===== src/rtl/lsu_mem_port.sv =====
// lsu_mem_port
//   Two-lane load/store request port in front of a single-ported data memory.
//   Accepted requests go into an in-order FIFO; the head is issued to memory
//   every cycle the FIFO is non-empty. The response comes back one cycle
//   after issue. Illegal, misaligned and out-of-window requests are popped
//   without touching memory and come back with rsp_fault set.
//
// Ports
//   clk, rst_n               clock, asynchronous active-low reset
//   reqK_valid/ready         lane K handshake (K = 0, 1)
//   reqK_addr/wdata          lane K byte address and store data
//   reqK_mem_read/mem_write  lane K op code (read: 1 LBU 2 LHU 3 LB 4 LH 5 LW;
//                            write: 1 SB 2 SH 4 SW)
//   reqK_tag                 lane K tag, echoed on the response
//   mem_addr/read/write/wdata  memory command, driven combinationally from the head
//   mem_rdata                combinational read data from memory
//   rsp_valid/tag/data/fault one-cycle response pulse; fields hold when idle
//
// Handshake: a lane transfers on a rising edge where its valid and ready are
// both high. Ready never depends on the same lane's valid; req1_ready does
// depend on req0_valid because lane 0 takes the first free slot. There is no
// response backpressure.
//
// Timing: accepted at edge N, the entry is the issued head in the cycle that
// follows (if nothing is ahead of it); the response is registered at the
// next edge.
module lsu_mem_port #(
   parameter logic [31:0] BASE_ADDR = 32'h8000_0000,
   parameter int unsigned MEM_BYTES = 32768,
   parameter int unsigned DEPTH     = 4
) (
   input  logic        clk,
   input  logic        rst_n,
   input  logic        req0_valid,
   output logic        req0_ready,
   input  logic [31:0] req0_addr,
   input  logic [31:0] req0_wdata,
   input  logic [2:0]  req0_mem_read,
   input  logic [2:0]  req0_mem_write,
   input  logic [4:0]  req0_tag,
   input  logic        req1_valid,
   output logic        req1_ready,
   input  logic [31:0] req1_addr,
   input  logic [31:0] req1_wdata,
   input  logic [2:0]  req1_mem_read,
   input  logic [2:0]  req1_mem_write,
   input  logic [4:0]  req1_tag,
   output logic [31:0] mem_addr,
   output logic [2:0]  mem_read,
   output logic [2:0]  mem_write,
   output logic [31:0] mem_wdata,
   input  logic [31:0] mem_rdata,
   output logic        rsp_valid,
   output logic [4:0]  rsp_tag,
   output logic [31:0] rsp_data,
   output logic        rsp_fault
);

   // DEPTH is a power of two (>= 2) so pointers wrap naturally.
   localparam int PTR_W = $clog2(DEPTH);
   localparam int CNT_W = $clog2(DEPTH + 1);
   localparam int ENT_W = 75;
   localparam logic [CNT_W-1:0] DEPTH_C = CNT_W'(DEPTH);
   localparam logic [CNT_W-1:0] ONE_C   = CNT_W'(1);
   localparam logic [CNT_W-1:0] TWO_C   = CNT_W'(2);

   localparam logic [2:0] RD_LHU = 3'b010;
   localparam logic [2:0] RD_LH  = 3'b100;
   localparam logic [2:0] RD_LW  = 3'b101;
   localparam logic [2:0] WR_SB  = 3'b001;
   localparam logic [2:0] WR_SH  = 3'b010;
   localparam logic [2:0] WR_SW  = 3'b100;

   // Entry layout: {tag[74:70], write[69:67], read[66:64], wdata[63:32], addr[31:0]}
   logic [ENT_W-1:0] ent_q [DEPTH];
   logic [ENT_W-1:0] ent_d [DEPTH];
   logic [PTR_W-1:0] wr_ptr_q, wr_ptr_d;
   logic [PTR_W-1:0] rd_ptr_q, rd_ptr_d;
   logic [CNT_W-1:0] count_q, count_d;

   logic        rsp_valid_q, rsp_valid_d;
   logic [4:0]  rsp_tag_q, rsp_tag_d;
   logic [31:0] rsp_data_q, rsp_data_d;
   logic        rsp_fault_q, rsp_fault_d;

   logic [CNT_W-1:0] free;
   logic             pop, push0, push1;

   logic [ENT_W-1:0] head;
   logic [31:0]      h_addr, h_wdata;
   logic [2:0]       h_rd, h_wr;
   logic [4:0]       h_tag;
   logic             is_ld, is_st, bad_op, is_half, is_word, misaligned, out_win, fault;
   logic [32:0]      addr_x, win_lo, win_hi;

   // Handshake and FIFO bookkeeping
   always_comb begin
      pop   = (count_q != '0);
      // The head leaves this cycle, so its slot already counts as free.
      free  = DEPTH_C - count_q + CNT_W'(pop);
      req0_ready = rst_n & (free >= ONE_C);
      req1_ready = rst_n & ((free >= TWO_C) | ((free >= ONE_C) & ~req0_valid));
      push0 = req0_valid & req0_ready;
      push1 = req1_valid & req1_ready;

      ent_d = ent_q;
      if (push0) begin
         ent_d[wr_ptr_q] = {req0_tag, req0_mem_write, req0_mem_read, req0_wdata, req0_addr};
      end
      // Lane 1 lands behind lane 0 when both transfer together.
      if (push1) begin
         ent_d[wr_ptr_q + PTR_W'(push0)] =
            {req1_tag, req1_mem_write, req1_mem_read, req1_wdata, req1_addr};
      end
      wr_ptr_d = wr_ptr_q + PTR_W'(push0) + PTR_W'(push1);
      rd_ptr_d = rd_ptr_q + PTR_W'(pop);
      count_d  = count_q + CNT_W'(push0) + CNT_W'(push1) - CNT_W'(pop);
   end

   // Head decode and fault classification
   always_comb begin
      head    = ent_q[rd_ptr_q];
      h_addr  = head[31:0];
      h_wdata = head[63:32];
      h_rd    = head[66:64];
      h_wr    = head[69:67];
      h_tag   = head[74:70];

      is_ld   = (h_rd != 3'b000);
      is_st   = (h_wr != 3'b000);
      bad_op  = (is_ld == is_st) |
                (is_ld & (h_rd > RD_LW)) |
                (is_st & (h_wr != WR_SB) & (h_wr != WR_SH) & (h_wr != WR_SW));
      is_half = (h_rd == RD_LHU) | (h_rd == RD_LH) | (h_wr == WR_SH);
      is_word = (h_rd == RD_LW) | (h_wr == WR_SW);
      misaligned = (is_half & h_addr[0]) | (is_word & (h_addr[1:0] != 2'b00));

      // 33-bit compare so a window ending at the top of the address space
      // cannot wrap to zero.
      addr_x  = {1'b0, h_addr};
      win_lo  = {1'b0, BASE_ADDR};
      win_hi  = {1'b0, BASE_ADDR} + 33'(MEM_BYTES);
      out_win = (addr_x < win_lo) | (addr_x >= win_hi);

      fault   = bad_op | misaligned | out_win;

      mem_addr  = '0;
      mem_wdata = '0;
      mem_read  = '0;
      mem_write = '0;
      if (pop) begin
         mem_addr  = h_addr;
         mem_wdata = h_wdata;
         mem_read  = fault ? 3'b000 : h_rd;
         mem_write = fault ? 3'b000 : h_wr;
      end
   end

   // Response register: fields update only when a head is retired.
   always_comb begin
      rsp_valid_d = pop;
      rsp_tag_d   = rsp_tag_q;
      rsp_data_d  = rsp_data_q;
      rsp_fault_d = rsp_fault_q;
      if (pop) begin
         rsp_tag_d   = h_tag;
         rsp_fault_d = fault;
         rsp_data_d  = (!fault && is_ld) ? mem_rdata : 32'h0;
      end
   end

   always_ff @(posedge clk or negedge rst_n) begin
      if (!rst_n) begin
         for (int i = 0; i < int'(DEPTH); i++) begin
            ent_q[i] <= '0;
         end
         wr_ptr_q    <= '0;
         rd_ptr_q    <= '0;
         count_q     <= '0;
         rsp_valid_q <= 1'b0;
         rsp_tag_q   <= '0;
         rsp_data_q  <= '0;
         rsp_fault_q <= 1'b0;
      end else begin
         ent_q       <= ent_d;
         wr_ptr_q    <= wr_ptr_d;
         rd_ptr_q    <= rd_ptr_d;
         count_q     <= count_d;
         rsp_valid_q <= rsp_valid_d;
         rsp_tag_q   <= rsp_tag_d;
         rsp_data_q  <= rsp_data_d;
         rsp_fault_q <= rsp_fault_d;
      end
   end

   assign rsp_valid = rsp_valid_q;
   assign rsp_tag   = rsp_tag_q;
   assign rsp_data  = rsp_data_q;
   assign rsp_fault = rsp_fault_q;

endmodule


===== config.mk =====
export PLATFORM = sky130hd
export DESIGN_NAME = lsu_mem_port
export DESIGN_NICKNAME = d
export VERILOG_FILES = /design/src/rtl/lsu_mem_port.sv
export SDC_FILE = /design/constraint.sdc
export NUM_CORES = 1
export LEC_CHECK = 0
export BUFFER_PORTS_ARGS = -buffer_cell sky130_fd_sc_hd__buf_2
export CELL_PAD_IN_SITES_DETAIL_PLACEMENT = 1
export CELL_PAD_IN_SITES_GLOBAL_PLACEMENT = 1
export CORE_ASPECT_RATIO = 0.75
export CORE_MARGIN = 5
export CORE_UTILIZATION = 38
export DETAILED_ROUTE_END_ITERATION = 10
export PLACE_DENSITY = 0.77
export SLEW_MARGIN = 20
export SYNTH_ARGS = -nofsm -noshare
export SYNTH_HDL_FRONTEND = slang
export SYNTH_SLANG_ARGS = --single-unit

===== constraint.sdc =====
create_clock -name clk -period 5.4 [get_ports clk]
set_input_delay 0.27 -clock clk [delete_from_list [all_inputs] [get_ports clk]]
set_output_delay 0.27 -clock clk [all_outputs]
set_load 0.005 [all_outputs]

; Word level (Yosys, flattened, before mapping)
; Index checks and enable logic that the tools add are counted.
[op_classes]
add_sub_neg = 8
n_lt_le_gt_ge = 10
n_eq_ne = 9
muxes = 18
bitwise_logic = 25
n_reduce_logical = 8
[op_table]
columns = cell, count
row1 = 300-bit bitwise mux, 2
row2 = 300-bit 2-to-1 mux, 2
row3 = 75-bit demux with 2-bit select, 2
row4 = 75-bit 2-to-1 mux, 4
row5 = 75-bit binary-select mux with 2-bit select, 1
row6 = 32-bit 2-to-1 mux, 3
row7 = "32-bit greater-or-equal comparator, second input constant", 1
row8 = "32-bit < comparator, second input constant", 1
row9 = 3-bit 2-to-1 mux, 4
row10 = 1-bit AND, 11
row11 = 1-bit bitwise OR, 10
row12 = 3-bit by 1-bit adder with 3-bit output, 3
row13 = "3-bit equality test, second input constant", 3
row14 = "3-bit greater-or-equal comparator, second input constant", 3
row15 = 2-bit NOT with 3-bit output, 3
row16 = 3-bit nonzero test, 3
row17 = 2-bit by 1-bit adder with 2-bit output, 3
row18 = "3-bit by 2-bit equality test with 1-bit output, second input constant", 2
row19 = "3-bit by 1-bit < comparator with 1-bit output, second input constant", 2
row20 = "3-bit by 1-bit greater-or-equal comparator with 1-bit output, second input constant", 1
row21 = "3-bit by 2-bit greater-or-equal comparator with 1-bit output, second input constant", 1
row22 = "3-bit > comparator, second input constant", 1
row23 = 1-bit logical AND, 3
row24 = "3-bit by 1-bit inequality test with 1-bit output, second input constant", 1
row25 = 8 further kinds, 8
[word_totals]
register_bits = 346
output_inout_bits = 111

; Depth between registers and ports, before layout
[logic_depth]
word_depth = 14
ltp_mapped = 16

; Worst setup path after synthesis
; Ideal clock, no wire load.
[synth_timing]
kind = flip-flop to flip-flop
startpoint = register count_q[0]
endpoint = register count_q[1]
arrival_time_ps = 3702
t_required_ps = 5265
slack_ps = 1563
stages_incl_launch_ff = 15
period_less_slack_ps = 3837
cell_sequence = dfrtp_1 -> or3_1 -> clkbuf_1 -> inv_1 -> clkbuf_1 -> ha_1 -> o31ai_1 -> a31oi_1 -> clkbuf_1 -> clkbuf_1 -> nor2_1 -> inv_1 -> fa_1 -> inv_1 -> fa_1
[synth_via]
elab_chain_len = 9
[synth_rtl]
columns = item, line
row1 = from (decl), 79  ; logic [CNT_W-1:0] count_q, count_d;
row2 = from (signal assigned), 188  ; count_q <= count_d;
row3 = "parallel branches: the longest is 8 deep, another holds 3-bit subtractor", -
row4 = 3-bit by 1-bit subtractor with 3-bit output (*), 117  ; count_d = count_q + CNT_W'(push0) + CNT_W'(push1) - CNT_W'(pop);
row5 = named net count_d[1], 79
; Mark *: on every way through the listed nets, which the timed path passes.
; A chain may end at the register's enable or synchronous reset.

==> results by group <==
Setup path
  • Largest fanout of any net on the critical path: 40
  • Crit path capture type: flip-flop
  • Critical Setup Path Class: flip-flop to flip-flop
  • Length in cells of the worst reg-to-reg path: 13
  • Element type at the critical path start: flip-flop
  • Critical path origin: count_q[0]$_DFF_PN0_
  • FF-to-FF Start: count_q[0]$_DFF_PN0_
  • Internal reg-to-reg setup slack: 910 ps
  • Arr. time, crit path: 4900 ps
  • Worst Path Required: 5810 ps
  • Critical R2R Capture: ent_q[124]$_DFF_PN0_

Timing
  • Worst relative slew slack: 26.90%
  • Transition time at the pin with the least slew margin: 1096 ps
  • Post-route fraction of the period consumed by the critical path: 83.13%
  • Highest attainable clock frequency: approximately 0.22 GHz
  • Final setup fails: 0
  • Clock period minus worst slack: approximately 4500 ps
  • Clock skew after layout: about 15 ps
  • Setup repair after global routing missed its margin: no
  • Total negative setup slack: 0 ps
  • Max-slew violation count: 0
  • Total count of hold-check failures in the final report: 0

Final layout
  • Final core utilization: between 40% and 50%
  • Footprint of the multi-input gates: slightly below 10,000 sq um
  • Storage cell area: between 8000 and 9000 sq um
  • Final net count: about 2,500
  • Share of final-layout standard cells stronger than drive strength 1: between 20% and 30%
  • Layout overhead on the synthesized area: 16.79%
  • Layout Cells excl Fill: approximately 3,000
  • FILL cells: 5,869

Synthesis
  • Adder and majority cell fraction of the synthesized area: less than 1%
  • Synthesized area per cell: around 9 sq um
  • Async set-reset flop share out of synthesis: 100.0%
  • Number of instances in the synthesized netlist: about 2,200
  • Synthesized net count: between 2,000 and 2,500
  • Yosys Warn Count: 0
  • Dominant synthesized flop cell: sky130_fd_sc_hd__dfrtp_1
  • Simple-gate portion of the synthesized area: between 20% and 30%
  • Total of flip-flops plus latches after synthesis: between 300 and 400
  • Netlist area before placement: ~20,000 sq um
  • Fraction of the yosys area taken by sequential cells: 43.76%
  • Share of cell area taken by muxes after synthesis: 8.555%
  • Number of flops mapped to enable cells by yosys: 0
  • Dominant combinational cell family by area after synthesis: simple AND/OR/NAND/NOR gates
  • Synth Area in Compound Gates: 18.77%
  • Number of distinct standard cells referenced by the synthesized netlist: 40
  • Xor/xnor share of the synthesized area: 0.2656%

CTS
  • Cts-stage hold buffer count: 33
  • Number of CTS-inserted buffers: 40
  • Clock Sink Count: around 350
  • Number of buffers inserted to repair setup after CTS: 0
  • Post-CTS resize count: 0
  • Clock tree from TritonCTS: built
  • Root buffer cell: sky130_fd_sc_hd__clkbuf_16
  • Clock-pin transition on the worst setup and hold timing paths: approximately 60 ps
  • Worst skew pair latency: roughly 560 ps
  • H-tree levels: 2
  • Max Buffers Root-to-Sink: 3

Power and ir drop
  • Clock power share: between 10% and 20%
  • Share of total power consumed by net switching: between 40% and 50%
  • Internal power contribution: around 8.4 mW
  • Sequential Power Share: 31.3%
  • Pwr Density: between 600 and 700 nW/um^2
  • Part of the power in combinational logic: 51.3%
  • Worst IR Drop VDD: 0.4409 mV
  • Net switching power of the design: 6.866 mW
  • Static leakage: 8.648 nW

Detailed routing
  • Total detailed-routing wirelength: ~84 mm
  • Drt initial violations: approximately 2,500
  • Total DRC errors in the routed layout: 0
  • Antenna-violating nets left: 0
  • Post-DR vias/cell: around 6.8
  • First-pass DRT Iterations: 6
  • Vias: roughly 21,000
  • Routed length per instance: approximately 28 um

GRT
  • Initial antenna violation count: 31
  • Largest net degree at the start of global routing: approximately 210
  • Total overflow reported by the global router: 0
  • Total routing resource utilization after global routing: between 20 and 30%
  • Global-route wire length before repair: 130.5 mm
  • Number of global-route vias before repair: 21,980

Worst hold path
  • Hold Startpoint: req0_wdata[22]
  • Hold Crit Endpoint: ent_q[129]$_DFF_PN0_
  • Hold path depth: 3
  • Path category of the worst min-delay check: input pin to flip-flop

Floorplan
  • Row count: a little over 70
  • Height of the die: between 200 and 250 um
  • Area enclosed by the die boundary: ~57,000 sq um
  • Ports: a little under 300
  • Initial core utilization: a little under 40%
  • Die Wd: 273.5 um
  • Core Footprint: 51,530 sq um

Flow run
  • Count of maximum capacitance violations: 0

Placement
  • Port Buffer Count: 296
  • Number of cells after detailed placement: between 2,000 and 3,000
  • DP Wirelength: between 40 and 50 mm
  • Placer congestion estimate: 0.8104

Outcome
  • Run status: finished clean
==> critical path, stage by stage, from the launching register on <==
cell and delay (ps):
sky130_fd_sc_hd__dfrtp_1 400, sky130_fd_sc_hd__or3_2 490, sky130_fd_sc_hd__inv_1 100, sky130_fd_sc_hd__ha_1 170, sky130_fd_sc_hd__xor2_1 160, sky130_fd_sc_hd__o31ai_1 80, sky130_fd_sc_hd__buf_4 160, sky130_fd_sc_hd__and3_1 200
sky130_fd_sc_hd__ha_1 200, sky130_fd_sc_hd__xnor2_1 580, sky130_fd_sc_hd__or2_4 640, sky130_fd_sc_hd__or3_4 660, sky130_fd_sc_hd__buf_12 340, sky130_fd_sc_hd__a31oi_1 130
==> cell usage after synthesis, types with 2 or more instances <==
cell type                  count  area (sq um)
sky130_fd_sc_hd__a31oi_1     302          1889
sky130_fd_sc_hd__and2_1       65         406.6
sky130_fd_sc_hd__and3_1        2         12.51
sky130_fd_sc_hd__and4_1        5         43.79
sky130_fd_sc_hd__and4b_1       3         30.03
sky130_fd_sc_hd__buf_1         7         26.28
sky130_fd_sc_hd__buf_2         2         10.01
sky130_fd_sc_hd__buf_6         5         56.30
sky130_fd_sc_hd__clkbuf_1    280          1051
sky130_fd_sc_hd__dfrtp_1     346          8658
sky130_fd_sc_hd__fa_1          2         40.04
sky130_fd_sc_hd__ha_1          7         87.58
sky130_fd_sc_hd__inv_1        43         161.4
sky130_fd_sc_hd__mux4_2       74          1667
sky130_fd_sc_hd__nand2_1      48         180.2
sky130_fd_sc_hd__nand2b_1      2         12.51
sky130_fd_sc_hd__nand3_1     300          1501
sky130_fd_sc_hd__nand4_1       2         12.51
sky130_fd_sc_hd__nor2_1        6         22.52
sky130_fd_sc_hd__nor3_1        2         10.01
sky130_fd_sc_hd__nor4_1      305          1908
sky130_fd_sc_hd__o21ai_0     302          1511
sky130_fd_sc_hd__o21ai_1       2         10.01
sky130_fd_sc_hd__o21ai_2      30         262.8
sky130_fd_sc_hd__o31ai_1       2         15.01
sky130_fd_sc_hd__or3_1         5         31.28
sky130_fd_sc_hd__xnor2_1       2         17.52
sky130_fd_sc_hd__xor2_1        4         35.03
==> cell type report <==
class | instances | area share, %
Timing Repair Buffer | 367 | 9.631
Clock buffer | 56 | 4.900
Inverter | 44 | 0.8013
Clock inverter | 11 | 0.3573
Antenna cell | 19 | 0.2057
Multi-Input combinational cell | 1483 | 42.79
Sequential cell | 346 | 37.51
Tap cell | 703 | 3.806
==> per-stage QoR <==
stage	instance area [sq um]	setup WS [ps]	hold WS [ps]	power, mW
after detailed placement	21480	927.8	375.7	12.42
final	23110	911.2	38.48	15.23
after CTS	23030	921.7	11.69	15.14
after global placement	21450	1066	377.2	12.06
after global routing	23110	771.2	32.16	16.05
after floorplan	19790	1563	-25.59	9.452
==> power groups by stage <==
stage / sequential (mW) / clock (mW) / combinational (mW)
after global routing: 4.87 / 2.81 / 8.36
final: 4.77 / 2.65 / 7.81
after detailed placement: 4.76 / 0 / 7.67
after CTS: 4.73 / 2.70 / 7.71
after floorplan: 4.24 / 0 / 5.21
after global placement: 4.68 / 0 / 7.38
==> sequential cells by signal, summed over array words and instances, names as in the netlist <==
register and flops:
rsp_tag 5, rd_ptr_q 2, ent_q 300, rsp_valid 1, rsp_fault 1, rsp_data 32, count_q 3, wr_ptr_q 2
==> cell usage in the layout, fill, tap and decap left out, types with 30 or more instances in the layout <==
cell,n
sky130_fd_sc_hd__o21ai_0,302
sky130_fd_sc_hd__nand3_1,300
sky130_fd_sc_hd__mux4_2,74
sky130_fd_sc_hd__o21ai_2,30
sky130_fd_sc_hd__a31oi_1,301
sky130_fd_sc_hd__dfrtp_1,343
sky130_fd_sc_hd__and2_1,65
sky130_fd_sc_hd__dlygate4sd3_1,33
sky130_fd_sc_hd__inv_1,42
sky130_fd_sc_hd__nor4_1,305
sky130_fd_sc_hd__clkbuf_16,41
sky130_fd_sc_hd__buf_2,295
sky130_fd_sc_hd__nand2_1,47
==> cell families after synthesis <==
logic type | count (synthesis)
adder cells (fa/ha/maj) | 9
buffers and inverters | 338
XOR/XNOR | 6
AND/OR/NAND/NOR | 752
AO/OA/AOI/OAI | 641
multiplexers | 75
flip-flops | 346
==> how the worst max path moves through the flow <==
| stage | end | cells after the start |
|---|---|---|
| floorplan | count_q[1]$_DFF_PN0_ | 14 |
| global placement | ent_q[149]$_DFF_PN0_ | 13 |
| detailed placement | ent_q[116]$_DFF_PN0_ | 13 |
| CTS | ent_q[122]$_DFF_PN0_ | 13 |
| global route | ent_q[149]$_DFF_PN0_ | 13 |
| finish | ent_q[124]$_DFF_PN0_ | 13 |
==> per-layer routing <==
| layer | global-route usage [%] | up-vias | part of all wire, % |
|---|---|---|---|
| met1 | 37.68 | 10580 | 41 |
| met3 | 7.465 | 238 | 8.9 |
| met2 | 44.30 | 1073 | 47 |
| met4 | 12.57 | 22 | 3.6 |
| li1 | - | 8656 | - |
| met5 | 0 | - | 0.18 |
Power figures use the tool's default switching activity.
